### config.mk
export PLATFORM = sky130hd
export DESIGN_NAME = control_unit_flat
export DESIGN_NICKNAME = d
export VERILOG_FILES = /design/src/rtl/control_unit_if.sv /design/src/rtl/control_unit.sv /design/src/flat_wrapper.sv
export SDC_FILE = /design/constraint.sdc
export NUM_CORES = 1
export LEC_CHECK = 0
export CAP_MARGIN = 20
export CORE_ASPECT_RATIO = 1.1
export CORE_MARGIN = 8
export CORE_UTILIZATION = 33
export CTS_CLUSTER_DIAMETER = 30
export DETAILED_ROUTE_END_ITERATION = 8
export PLACE_DENSITY = 0.91
export SLEW_MARGIN = 5
export SYNTH_ARGS = -nofsm -noshare
export SYNTH_HDL_FRONTEND = slang
export SYNTH_SLANG_ARGS = --single-unit
### constraint.sdc
create_clock -name clk -period 3.8 [get_ports clk]
set_input_delay 1.14 -clock clk [delete_from_list [all_inputs] [get_ports clk]]
set_output_delay 1.14 -clock clk [all_outputs]
set_load 0.01 [all_outputs]
### src/rtl/control_unit_if.sv
// Strobe and instruction bundle between the hardwired sequencer
// and the 32-bit bus datapath.
interface control_unit_if #(
  parameter int REGS = 16,
  parameter int OPW  = 13
);
  logic [31:0]     IR;
  logic            mem_ready;

  logic            PCout;
  logic            PCin;
  logic            IncPC;
  logic            MARin;

  logic            Read;
  logic            MDRin;
  logic            MDRout;
  logic            IRin;

  logic            Yin;
  logic            Zin;
  logic            Zlowout;
  logic            Zhighout;
  logic            HIin;
  logic            LOin;

  logic [REGS-1:0] Rout;
  logic [REGS-1:0] Rin;
  logic [OPW-1:0]  alu_op;
  logic            Run;

  modport master (
    input  IR,
    input  mem_ready,
    output PCout,
    output PCin,
    output IncPC,
    output MARin,
    output Read,
    output MDRin,
    output MDRout,
    output IRin,
    output Yin,
    output Zin,
    output Zlowout,
    output Zhighout,
    output HIin,
    output LOin,
    output Rout,
    output Rin,
    output alu_op,
    output Run
  );

  modport slave (
    output IR,
    output mem_ready,
    input  PCout,
    input  PCin,
    input  IncPC,
    input  MARin,
    input  Read,
    input  MDRin,
    input  MDRout,
    input  IRin,
    input  Yin,
    input  Zin,
    input  Zlowout,
    input  Zhighout,
    input  HIin,
    input  LOin,
    input  Rout,
    input  Rin,
    input  alu_op,
    input  Run
  );
endinterface

### src/rtl/control_unit.sv
// Hardwired T-state sequencer: fetch via MAR/MDR, then Moore-decoded
// execute strobes for ALU, MUL/DIV, unary and HALT instructions.
module control_unit #(
  parameter int REGS = 16,
  parameter int OPW  = 13
) (
  input  logic           clk,
  input  logic           reset,
  control_unit_if.master bus
);

  localparam logic [3:0] S_RST  = 4'd0;
  localparam logic [3:0] S_T0   = 4'd1;
  localparam logic [3:0] S_T1   = 4'd2;
  localparam logic [3:0] S_T2   = 4'd3;
  localparam logic [3:0] S_T3   = 4'd4;
  localparam logic [3:0] S_T4   = 4'd5;
  localparam logic [3:0] S_T5   = 4'd6;
  localparam logic [3:0] S_T6   = 4'd7;
  localparam logic [3:0] S_HALT = 4'd8;

  localparam logic [4:0] OP_ADD  = 5'b00011;
  localparam logic [4:0] OP_SUB  = 5'b00100;
  localparam logic [4:0] OP_AND  = 5'b00101;
  localparam logic [4:0] OP_OR   = 5'b00110;
  localparam logic [4:0] OP_SHR  = 5'b00111;
  localparam logic [4:0] OP_SHRA = 5'b01000;
  localparam logic [4:0] OP_SHL  = 5'b01001;
  localparam logic [4:0] OP_ROR  = 5'b01010;
  localparam logic [4:0] OP_ROL  = 5'b01011;
  localparam logic [4:0] OP_MUL  = 5'b01111;
  localparam logic [4:0] OP_DIV  = 5'b10000;
  localparam logic [4:0] OP_NEG  = 5'b10001;
  localparam logic [4:0] OP_NOT  = 5'b10010;
  localparam logic [4:0] OP_HALT = 5'b11011;

  logic [3:0] state;
  logic [3:0] state_nxt;

  logic [4:0] opcode;
  logic [3:0] ra;
  logic [3:0] rb;
  logic [3:0] rc;

  logic is_bin;
  logic is_md;
  logic is_un;
  logic is_halt;

  logic [OPW-1:0] alu_sel;

  logic pc_out;
  logic pc_in;
  logic inc_pc;
  logic mar_in;
  logic rd;
  logic mdr_in;
  logic mdr_out;
  logic ir_in;
  logic y_in;
  logic z_in;
  logic zlow_out;
  logic zhigh_out;
  logic hi_in;
  logic lo_in;
  logic run;

  logic [REGS-1:0] rout;
  logic [REGS-1:0] rin;

  logic unused_ir;

  assign opcode    = bus.IR[31:27];
  assign ra        = bus.IR[26:23];
  assign rb        = bus.IR[22:19];
  assign rc        = bus.IR[18:15];
  assign unused_ir = ^bus.IR[14:0];

  function automatic logic [REGS-1:0] onehot(
    input logic [3:0] idx
  );
    onehot = {{(REGS-1){1'b0}}, 1'b1} << idx;
  endfunction

  always_comb begin
    is_bin  = 1'b0;
    is_md   = 1'b0;
    is_un   = 1'b0;
    is_halt = 1'b0;
    alu_sel = '0;
    case (opcode)
      OP_AND:  begin is_bin = 1'b1; alu_sel[0]  = 1'b1; end
      OP_OR:   begin is_bin = 1'b1; alu_sel[1]  = 1'b1; end
      OP_ADD:  begin is_bin = 1'b1; alu_sel[2]  = 1'b1; end
      OP_SUB:  begin is_bin = 1'b1; alu_sel[3]  = 1'b1; end
      OP_MUL:  begin is_md  = 1'b1; alu_sel[4]  = 1'b1; end
      OP_DIV:  begin is_md  = 1'b1; alu_sel[5]  = 1'b1; end
      OP_SHR:  begin is_bin = 1'b1; alu_sel[6]  = 1'b1; end
      OP_SHRA: begin is_bin = 1'b1; alu_sel[7]  = 1'b1; end
      OP_SHL:  begin is_bin = 1'b1; alu_sel[8]  = 1'b1; end
      OP_ROR:  begin is_bin = 1'b1; alu_sel[9]  = 1'b1; end
      OP_ROL:  begin is_bin = 1'b1; alu_sel[10] = 1'b1; end
      OP_NEG:  begin is_un  = 1'b1; alu_sel[11] = 1'b1; end
      OP_NOT:  begin is_un  = 1'b1; alu_sel[12] = 1'b1; end
      OP_HALT: is_halt = 1'b1;
      default: ;
    endcase
  end

  always_ff @(posedge clk or posedge reset) begin
    if (reset) state <= S_RST;
    else       state <= state_nxt;
  end

  // Undefined opcodes fall out of T2 straight back into fetch.
  always_comb begin
    state_nxt = state;
    case (state)
      S_RST: state_nxt = S_T0;
      S_T0:  state_nxt = S_T1;
      S_T1:  state_nxt = bus.mem_ready ? S_T2 : S_T1;
      S_T2: begin
        unique case (1'b1)
          is_halt:                state_nxt = S_HALT;
          is_bin | is_md | is_un: state_nxt = S_T3;
          default:                state_nxt = S_T0;
        endcase
      end
      S_T3:   state_nxt = (is_bin | is_md | is_un) ? S_T4 : S_T0;
      S_T4:   state_nxt = (is_bin | is_md) ? S_T5 : S_T0;
      S_T5:   state_nxt = is_md ? S_T6 : S_T0;
      S_T6:   state_nxt = S_T0;
      S_HALT: state_nxt = S_HALT;
      default: state_nxt = S_RST;
    endcase
  end

  always_comb begin
    pc_out    = 1'b0;
    pc_in     = 1'b0;
    inc_pc    = 1'b0;
    mar_in    = 1'b0;
    rd        = 1'b0;
    mdr_in    = 1'b0;
    mdr_out   = 1'b0;
    ir_in     = 1'b0;
    y_in      = 1'b0;
    z_in      = 1'b0;
    zlow_out  = 1'b0;
    zhigh_out = 1'b0;
    hi_in     = 1'b0;
    lo_in     = 1'b0;
    rout      = '0;
    rin       = '0;
    bus.alu_op = '0;
    case (state)
      S_T0: begin
        pc_out = 1'b1;
        mar_in = 1'b1;
        inc_pc = 1'b1;
        pc_in  = 1'b1;
      end
      S_T1: begin
        rd     = 1'b1;
        mdr_in = 1'b1;
      end
      S_T2: begin
        mdr_out = 1'b1;
        ir_in   = 1'b1;
      end
      S_T3: begin
        unique case (1'b1)
          is_bin: begin
            rout = onehot(rb);
            y_in = 1'b1;
          end
          is_md: begin
            rout = onehot(ra);
            y_in = 1'b1;
          end
          is_un: begin
            rout       = onehot(rb);
            bus.alu_op = alu_sel;
            z_in       = 1'b1;
          end
          default: ;
        endcase
      end
      S_T4: begin
        unique case (1'b1)
          is_bin: begin
            rout       = onehot(rc);
            bus.alu_op = alu_sel;
            z_in       = 1'b1;
          end
          is_md: begin
            rout       = onehot(rb);
            bus.alu_op = alu_sel;
            z_in       = 1'b1;
          end
          is_un: begin
            zlow_out = 1'b1;
            rin      = onehot(ra);
          end
          default: ;
        endcase
      end
      S_T5: begin
        unique case (1'b1)
          is_bin: begin
            zlow_out = 1'b1;
            rin      = onehot(ra);
          end
          is_md: begin
            zlow_out = 1'b1;
            lo_in    = 1'b1;
          end
          default: ;
        endcase
      end
      S_T6: begin
        if (is_md) begin
          zhigh_out = 1'b1;
          hi_in     = 1'b1;
        end
      end
      default: ;
    endcase
  end

  assign run = (state != S_RST) && (state != S_HALT);

  assign bus.PCout    = pc_out;
  assign bus.PCin     = pc_in;
  assign bus.IncPC    = inc_pc;
  assign bus.MARin    = mar_in;
  assign bus.Read     = rd;
  assign bus.MDRin    = mdr_in;
  assign bus.MDRout   = mdr_out;
  assign bus.IRin     = ir_in;
  assign bus.Yin      = y_in;
  assign bus.Zin      = z_in;
  assign bus.Zlowout  = zlow_out;
  assign bus.Zhighout = zhigh_out;
  assign bus.HIin     = hi_in;
  assign bus.LOin     = lo_in;
  assign bus.Rout     = rout;
  assign bus.Rin      = rin;
  assign bus.Run      = run;

endmodule

### src/flat_wrapper.sv
// flat-port wrapper written by rule: the top's interface ports become plain ports
module control_unit_flat 
#(
  parameter int REGS = 16,
  parameter int OPW  = 13
)
  (clk, reset, bus_IR, bus_mem_ready, bus_PCout, bus_PCin, bus_IncPC, bus_MARin, bus_Read, bus_MDRin, bus_MDRout, bus_IRin, bus_Yin, bus_Zin, bus_Zlowout, bus_Zhighout, bus_HIin, bus_LOin, bus_Rout, bus_Rin, bus_alu_op, bus_Run);
  control_unit_if #(.REGS(REGS), .OPW(OPW)) bus_i ();
  input  logic clk;
  input  logic reset;
  input wire logic [$bits(bus_i.IR)-1:0] bus_IR;
  input wire logic [$bits(bus_i.mem_ready)-1:0] bus_mem_ready;
  output wire logic [$bits(bus_i.PCout)-1:0] bus_PCout;
  output wire logic [$bits(bus_i.PCin)-1:0] bus_PCin;
  output wire logic [$bits(bus_i.IncPC)-1:0] bus_IncPC;
  output wire logic [$bits(bus_i.MARin)-1:0] bus_MARin;
  output wire logic [$bits(bus_i.Read)-1:0] bus_Read;
  output wire logic [$bits(bus_i.MDRin)-1:0] bus_MDRin;
  output wire logic [$bits(bus_i.MDRout)-1:0] bus_MDRout;
  output wire logic [$bits(bus_i.IRin)-1:0] bus_IRin;
  output wire logic [$bits(bus_i.Yin)-1:0] bus_Yin;
  output wire logic [$bits(bus_i.Zin)-1:0] bus_Zin;
  output wire logic [$bits(bus_i.Zlowout)-1:0] bus_Zlowout;
  output wire logic [$bits(bus_i.Zhighout)-1:0] bus_Zhighout;
  output wire logic [$bits(bus_i.HIin)-1:0] bus_HIin;
  output wire logic [$bits(bus_i.LOin)-1:0] bus_LOin;
  output wire logic [$bits(bus_i.Rout)-1:0] bus_Rout;
  output wire logic [$bits(bus_i.Rin)-1:0] bus_Rin;
  output wire logic [$bits(bus_i.alu_op)-1:0] bus_alu_op;
  output wire logic [$bits(bus_i.Run)-1:0] bus_Run;
  assign bus_i.IR = bus_IR;
  assign bus_i.mem_ready = bus_mem_ready;
  assign bus_PCout = bus_i.PCout;
  assign bus_PCin = bus_i.PCin;
  assign bus_IncPC = bus_i.IncPC;
  assign bus_MARin = bus_i.MARin;
  assign bus_Read = bus_i.Read;
  assign bus_MDRin = bus_i.MDRin;
  assign bus_MDRout = bus_i.MDRout;
  assign bus_IRin = bus_i.IRin;
  assign bus_Yin = bus_i.Yin;
  assign bus_Zin = bus_i.Zin;
  assign bus_Zlowout = bus_i.Zlowout;
  assign bus_Zhighout = bus_i.Zhighout;
  assign bus_HIin = bus_i.HIin;
  assign bus_LOin = bus_i.LOin;
  assign bus_Rout = bus_i.Rout;
  assign bus_Rin = bus_i.Rin;
  assign bus_alu_op = bus_i.alu_op;
  assign bus_Run = bus_i.Run;
  control_unit #(.REGS(REGS), .OPW(OPW)) u_core (.clk(clk), .reset(reset), .bus(bus_i));
endmodule
## Word-level counts from Yosys, hierarchy flattened

Cells that the tools add are included.

| storage, ports and cells | value |
|---|---|
| logic and storage cells | 81 |
| output and inout port bits | 60 |
| flip-flop bits (word level) | 4 |
| input port bits | 35 |

| operators by class | value |
|---|---|
| shift operators | 3 |
| equal/unequal tests | 23 |
| reductions and logical operators | 9 |
| mux-type cells | 43 |
| bitwise logic cells | 2 |

Operator list:

| operator | count |
|---|---|
| one-hot mux 16 bit (2 select lines) | 4 |
| left shift 1 x 4 -> 16 bit (first input constant) | 3 |
| 2-to-1 mux 16 bit | 2 |
| one-hot mux 4 bit (8 select lines) | 1 |
| 2-to-1 mux 1 bit | 27 |
| 2-to-1 mux 13 bit | 2 |
| one-hot mux 13 bit (2 select lines) | 1 |
| equality test 5 x 4 -> 1 bit (second input constant) | 5 |
| equality test 5 x 3 -> 1 bit (second input constant) | 4 |
| equality test 5 bit (second input constant) | 4 |
| equality test 4 x 3 -> 1 bit (second input constant) | 4 |
| OR reduction 2 bit | 5 |
| 2-to-1 mux 3 bit | 3 |
| OR reduction 9 bit | 1 |
| equality test 4 x 2 -> 1 bit (second input constant) | 2 |
| one-hot mux 4 bit (2 select lines) | 1 |
| equality test 5 x 2 -> 1 bit (second input constant) | 1 |
| equality test 4 x 1 -> 1 bit (second input constant) | 1 |
| equality test 4 bit (second input constant) | 1 |
| zero test 4 bit | 1 |
| != test 4 bit (second input constant) | 1 |
| one-hot mux 1 bit (2 select lines) | 2 |
| nonzero test 4 bit | 1 |
| bitwise OR 1 bit | 2 |
| logical AND 1 bit | 1 |

## Logic depth before layout (Yosys ltp)

| logic depth | value |
|---|---|
| depth after elaboration | 7 |
| depth in mapped cells | 8 |
| depth with buffers taken out | 6 |

## Worst setup path after synthesis

No wires, ideal clock.

| timing path | value |
|---|---|
| path type | input to output |
| start point | in bus_IR[30] |
| end point | out bus_Rout[10] |
| setup slack | 0.106 ns |
| required time | 2.660 ns |
| arrival | 2.554 ns |
| stages | 7 |
| path buffers | 1 |
| cell sequence | buf_6 > or3b_1 > a21oi_2 > nor2_1 > nor3_2 > o21ai_1 > o21ai_0 |

| between the ends | value |
|---|---|
| longest elaborated chain between the ends | 6 |
| elaborated cells between the ends (all ways) | 23 |
| those cells by class | 13 x eq/ne; 6 x mux; 4 x reduce/logical |

RTL lines:

| element | RTL line | RTL |
|---|---|---|
| start: declaration | flat_wrapper.sv:11 | `input wire logic [$bits(bus_i.IR)-1:0] bus_IR;` |
| equality test 5 x 3 -> 1 bit, or another cell as far along | control_unit.sv:91 | `case (opcode)` |
| OR reduction 9 bit (no line) or OR reduction 2 bit (tied branches) | n/a |  |
| 2-to-1 mux 1 bit | control_unit.sv:91 |  |
| OR reduction 2 bit (no line) | n/a |  |
| one-hot mux 16 bit (2 select lines) | control_unit.sv:172 | `unique case (1'b1)` |
| one-hot mux 16 bit (2 select lines) (*) | control_unit.sv:156 | `case (state)` |
| end: declaration | flat_wrapper.sv:27 | `output wire logic [$bits(bus_i.Rout)-1:0] bus_Rout;` |

Every way passes the cells marked *; elsewhere a longest branch is shown, timed or not.

## Final worst setup path

| timing path | value |
|---|---|
| start point | in bus_IR[29] |
| end point | out bus_Rout[12] |

Same word-level chain as after synthesis.

==> impl_metrics.toml <==
[power_and_ir_drop]
power.combinational.fraction_pct = 72.6
netSwitchingPower_mw = 0.248
cellInternalPower_mw = 0.290
cellPowerDensity_nw_per_um2 = 218
static_leak_nw = 1.09
sw_frac_of_total_pct = 46.1
vdd_ir_drop_max_mv = 0.113
power.sequential.fraction_pct = 17.3
clkPwrFrac_pct = 10.1

[synthesis]
postSynthNetCount = 223
synthesis.area_per_instance_sq_um = 6.00
synthesis.instances = 188
ys.flop_type = "sky130_fd_sc_hd__dfrtp_1"
synth.cell_area_sq_um = 1130
ys_async_sr_fraction_pct = 100
number_of_enable_flip_flop_cells_after_synthesis = 0
synth-seq-area-share_pct = 8.88
synth_warnings = 0
synth_seq_cells = 4
synth_cell_type_count = 39

[timing]
finalSetupViolations = 19
timing_hold_violations_final = 0
totalNegativeSetupSlack_ps = -1240
worst-slew-pin-transition_ps = 848
final.setup_skew_ps = 6.70
final.period_utilization_pct = 103
rsz0062_at_grt = "true"
clock.fmax_mhz = 256
drv_slew = 0
setup_ws_ps = -113
timing.slew.headroom_pct = 43.0
timing.final.crit_period_ps = 3910

[setup_path]
timing.critical_path.fanout_max = 4
worst_reg_to_reg_path_cell_count = 4
timing.critical_path.to_type = "primary output"
critical_path_class = "input pin to primary output"
worstPathRequired_ps = 2660
worst_ep_arrival_time_ps = 2770
worst_setup_path_start_kind = "input pin"

[clocking]
tritoncts = "done"
cts-root-buf = "sky130_fd_sc_hd__clkbuf_4"
clock_sink_count = 4
worstSkewPairLatency_ps = 240
hold_bufs_inserted_after_cts = 0
clk_pin_slew_ps = 40
max-clock-path-buffers = 2
cts_buffers = 3
cts_htree_levels = 1

[die]
row_count = 22
floorplan.die.height_microns = 77.3
core-area_sq_um = 3300
floorplan.io_pins = 95
area_of_the_die_sq_um = 5540
die_w_microns = 71.7
starting_density_of_the_core_pct = 34.1

[detailed_routing]
routed-via-count = 2025
routed_vias_inst = 5.80
wl_microns = 6320
final_ant_viol_nets = 0
first_iter_violations = 130
drtPass1Iterations = 4
drt-wirelength-per-cell_microns = 18.1
drc = 0

[grt]
groute.usage.overall_pct = 20.4
met1_global_route_usage_pct = 20.3
grt_pass1_vias = 2120
grt.busiest_layer = "met2"
pin_count_of_the_biggest_net_entering_global_routing = 12
grt_antenna_before_repair = 0
groute.layer.met2.usage_pct = 38.0
grt_first_pass_wirelength_microns = 9560
grt-ovfl-total = 0
grt.met3_usage_pct = 3.51

[cells_and_area]
final_net_count = 350
layout-area-overhead-vs-synth_pct = 119
final_layout_size_suffix_gt1_share_pct = 49.2
registers.top_by_ff_count = "u_core.state"
layout.cell_area.non_filler_sq_um = 2460
diodes = 0
largest_register_ff_count = 4
largest_registers = "u_core.state (4)"

[worst_hold_path]
min_path_cells = 3
hold_path_class = "flip-flop to flip-flop"

[place]
placement.cell_area_sq_um = 2220
dpl_worst_slack_ps = -932
gp_congestion = 0.939
portBuffers = 79
hpwlAfterDp_microns = 4390

[status]
result_of_the_run = "finished, violations left"
violations = "negative setup slack"

[job]
cap_violations = 0
==> cells in the final DEF (no fill, tap or decap), drive strengths merged <==
| master | count |
|---|---|
| or2 | 1 |
| o22ai | 1 |
| o21ai | 9 |
| nand3b | 4 |
| or3b | 3 |
| o211ai | 1 |
| nand4 | 1 |
| nand2 | 26 |
| and2 | 1 |
| nand3 | 8 |
| and2b | 1 |
| dfrtp | 4 |
| clkbuf | 10 |
| and3 | 2 |
| o221ai | 13 |
| inv | 2 |
| a31oi | 1 |
| or3 | 4 |
| and4 | 1 |
| a21oi | 8 |
| nor3b | 2 |
| dlymetal6s2s | 2 |
| o21a | 3 |
| nand2b | 8 |
| o21bai | 1 |
| nor2b | 10 |
| nor2 | 44 |
| a211oi | 2 |
| clkdlybuf4s15 | 2 |
| clkdlybuf4s50 | 31 |
| a2111o | 1 |
| a32oi | 1 |
| buf | 90 |
| a32o | 2 |
| nor3 | 10 |
| dlygate4sd2 | 3 |
==> path summary, 6_finish.rpt <==
path	startpoint	end	slack (ps)
setup / recovery	bus_IR[29]	bus_Rout[12]	-110
hold / removal	u_core.state[3]$_DFF_PP0_	u_core.state[3]$_DFF_PP0_	720
setup reg to reg	u_core.state[2]$_DFF_PP0_	u_core.state[2]$_DFF_PP0_	2060
hold reg to reg	u_core.state[3]$_DFF_PP0_	u_core.state[3]$_DFF_PP0_	720
max in group asynchronous	reset	u_core.state[2]$_DFF_PP0_	2560
min in group asynchronous	reset	u_core.state[0]$_DFF_PP0_	1080
==> metal layers <==
layer  wire [microns]  up-vias
li1                 -      931
met1             2380      949
met2             3300      125
met3              438       20
met4              196        0
met5                0        -
==> logic make-up after synthesis <==
family                 Yosys count  share of synthesized area (%)
and+or+nand+nor                126                           54.9
buffers and inverters           15                           8.43
AOI/OAI and AO/OA               43                           27.7
DFF                              4                           8.88
==> synthesized netlist by cell type (2+ instances only) <==
cell                       number  area, sq um
sky130_fd_sc_hd__nand3_1        8         40.0
sky130_fd_sc_hd__nand2_1       26         97.6
sky130_fd_sc_hd__a21oi_1        7         35.0
sky130_fd_sc_hd__nand2b_1       8         50.1
sky130_fd_sc_hd__or3b_2         2         17.5
sky130_fd_sc_hd__and3_1         2         12.5
sky130_fd_sc_hd__nor2_1        44          165
sky130_fd_sc_hd__o21a_1         3         22.5
sky130_fd_sc_hd__o21ai_0        7         35.0
sky130_fd_sc_hd__nor2b_1       10         62.6
sky130_fd_sc_hd__buf_6          2         22.5
sky130_fd_sc_hd__buf_4          6         45.0
sky130_fd_sc_hd__nor3b_1        2         15.0
sky130_fd_sc_hd__nand3b_1       4         30.0
sky130_fd_sc_hd__a32o_1         2         20.0
sky130_fd_sc_hd__or3_1          3         18.8
sky130_fd_sc_hd__nor3_1         9         45.0
sky130_fd_sc_hd__a211oi_1       2         15.0
sky130_fd_sc_hd__inv_1          2         7.51
sky130_fd_sc_hd__o21ai_1        2         10.0
sky130_fd_sc_hd__clkbuf_1       4         15.0
sky130_fd_sc_hd__o221ai_1      13          114
sky130_fd_sc_hd__dfrtp_1        4          100
==> critical path, stage by stage <==
cell	delay, ps
sky130_fd_sc_hd__buf_8	100
sky130_fd_sc_hd__or3b_4	420
sky130_fd_sc_hd__a21oi_4	180
sky130_fd_sc_hd__nor2_4	70
sky130_fd_sc_hd__nor3_4	230
sky130_fd_sc_hd__buf_4	160
sky130_fd_sc_hd__o21ai_2	90
sky130_fd_sc_hd__o221ai_1	200
sky130_fd_sc_hd__buf_2	170
==> through the flow <==
stage | power, mW | cells | hold WS [ps] | util, %
3_5_place_dp | 0.442 | 336 | 700 | 67.2
5_1_grt | 0.576 | 349 | 760 | 74.6
2_1_floorplan | 0.283 | 188 | 578 | -
3_3_place_gp | 0.432 | 336 | 678 | 67.2
4_1_cts | 0.517 | 346 | 711 | 71.6
6_report | 0.538 | 349 | 725 | 74.6
==> repair_timing <==
item / 4_1_cts / 5_1_grt
setup endpoints to repair: 51 / 39
buffers inserted: 7 / 3
resized for setup: 202 / 49
pin swaps: 14 / 8
==> power groups by stage <==
stage | Clock (mW) | Combinational [mW] | Sequential, mW
4_1_cts | 0.0569 | 0.369 | 0.0911
2_1_floorplan | 0 | 0.218 | 0.0650
3_5_place_dp | 0 | 0.351 | 0.0908
3_3_place_gp | 0 | 0.341 | 0.0907
5_1_grt | 0.0584 | 0.419 | 0.0983
6_report | 0.0545 | 0.391 | 0.0928
==> cell type report <==
cell class,instances,area [sq um]
flip-flops and latches,4,100
repair buffers,135,1080
inverters,2,7.51
fillers,228,838
well taps,36,45.0
multi-input cells,169,1210
clock buffers,3,22.5
Note: power is estimated with default switching activity, not from simulation.
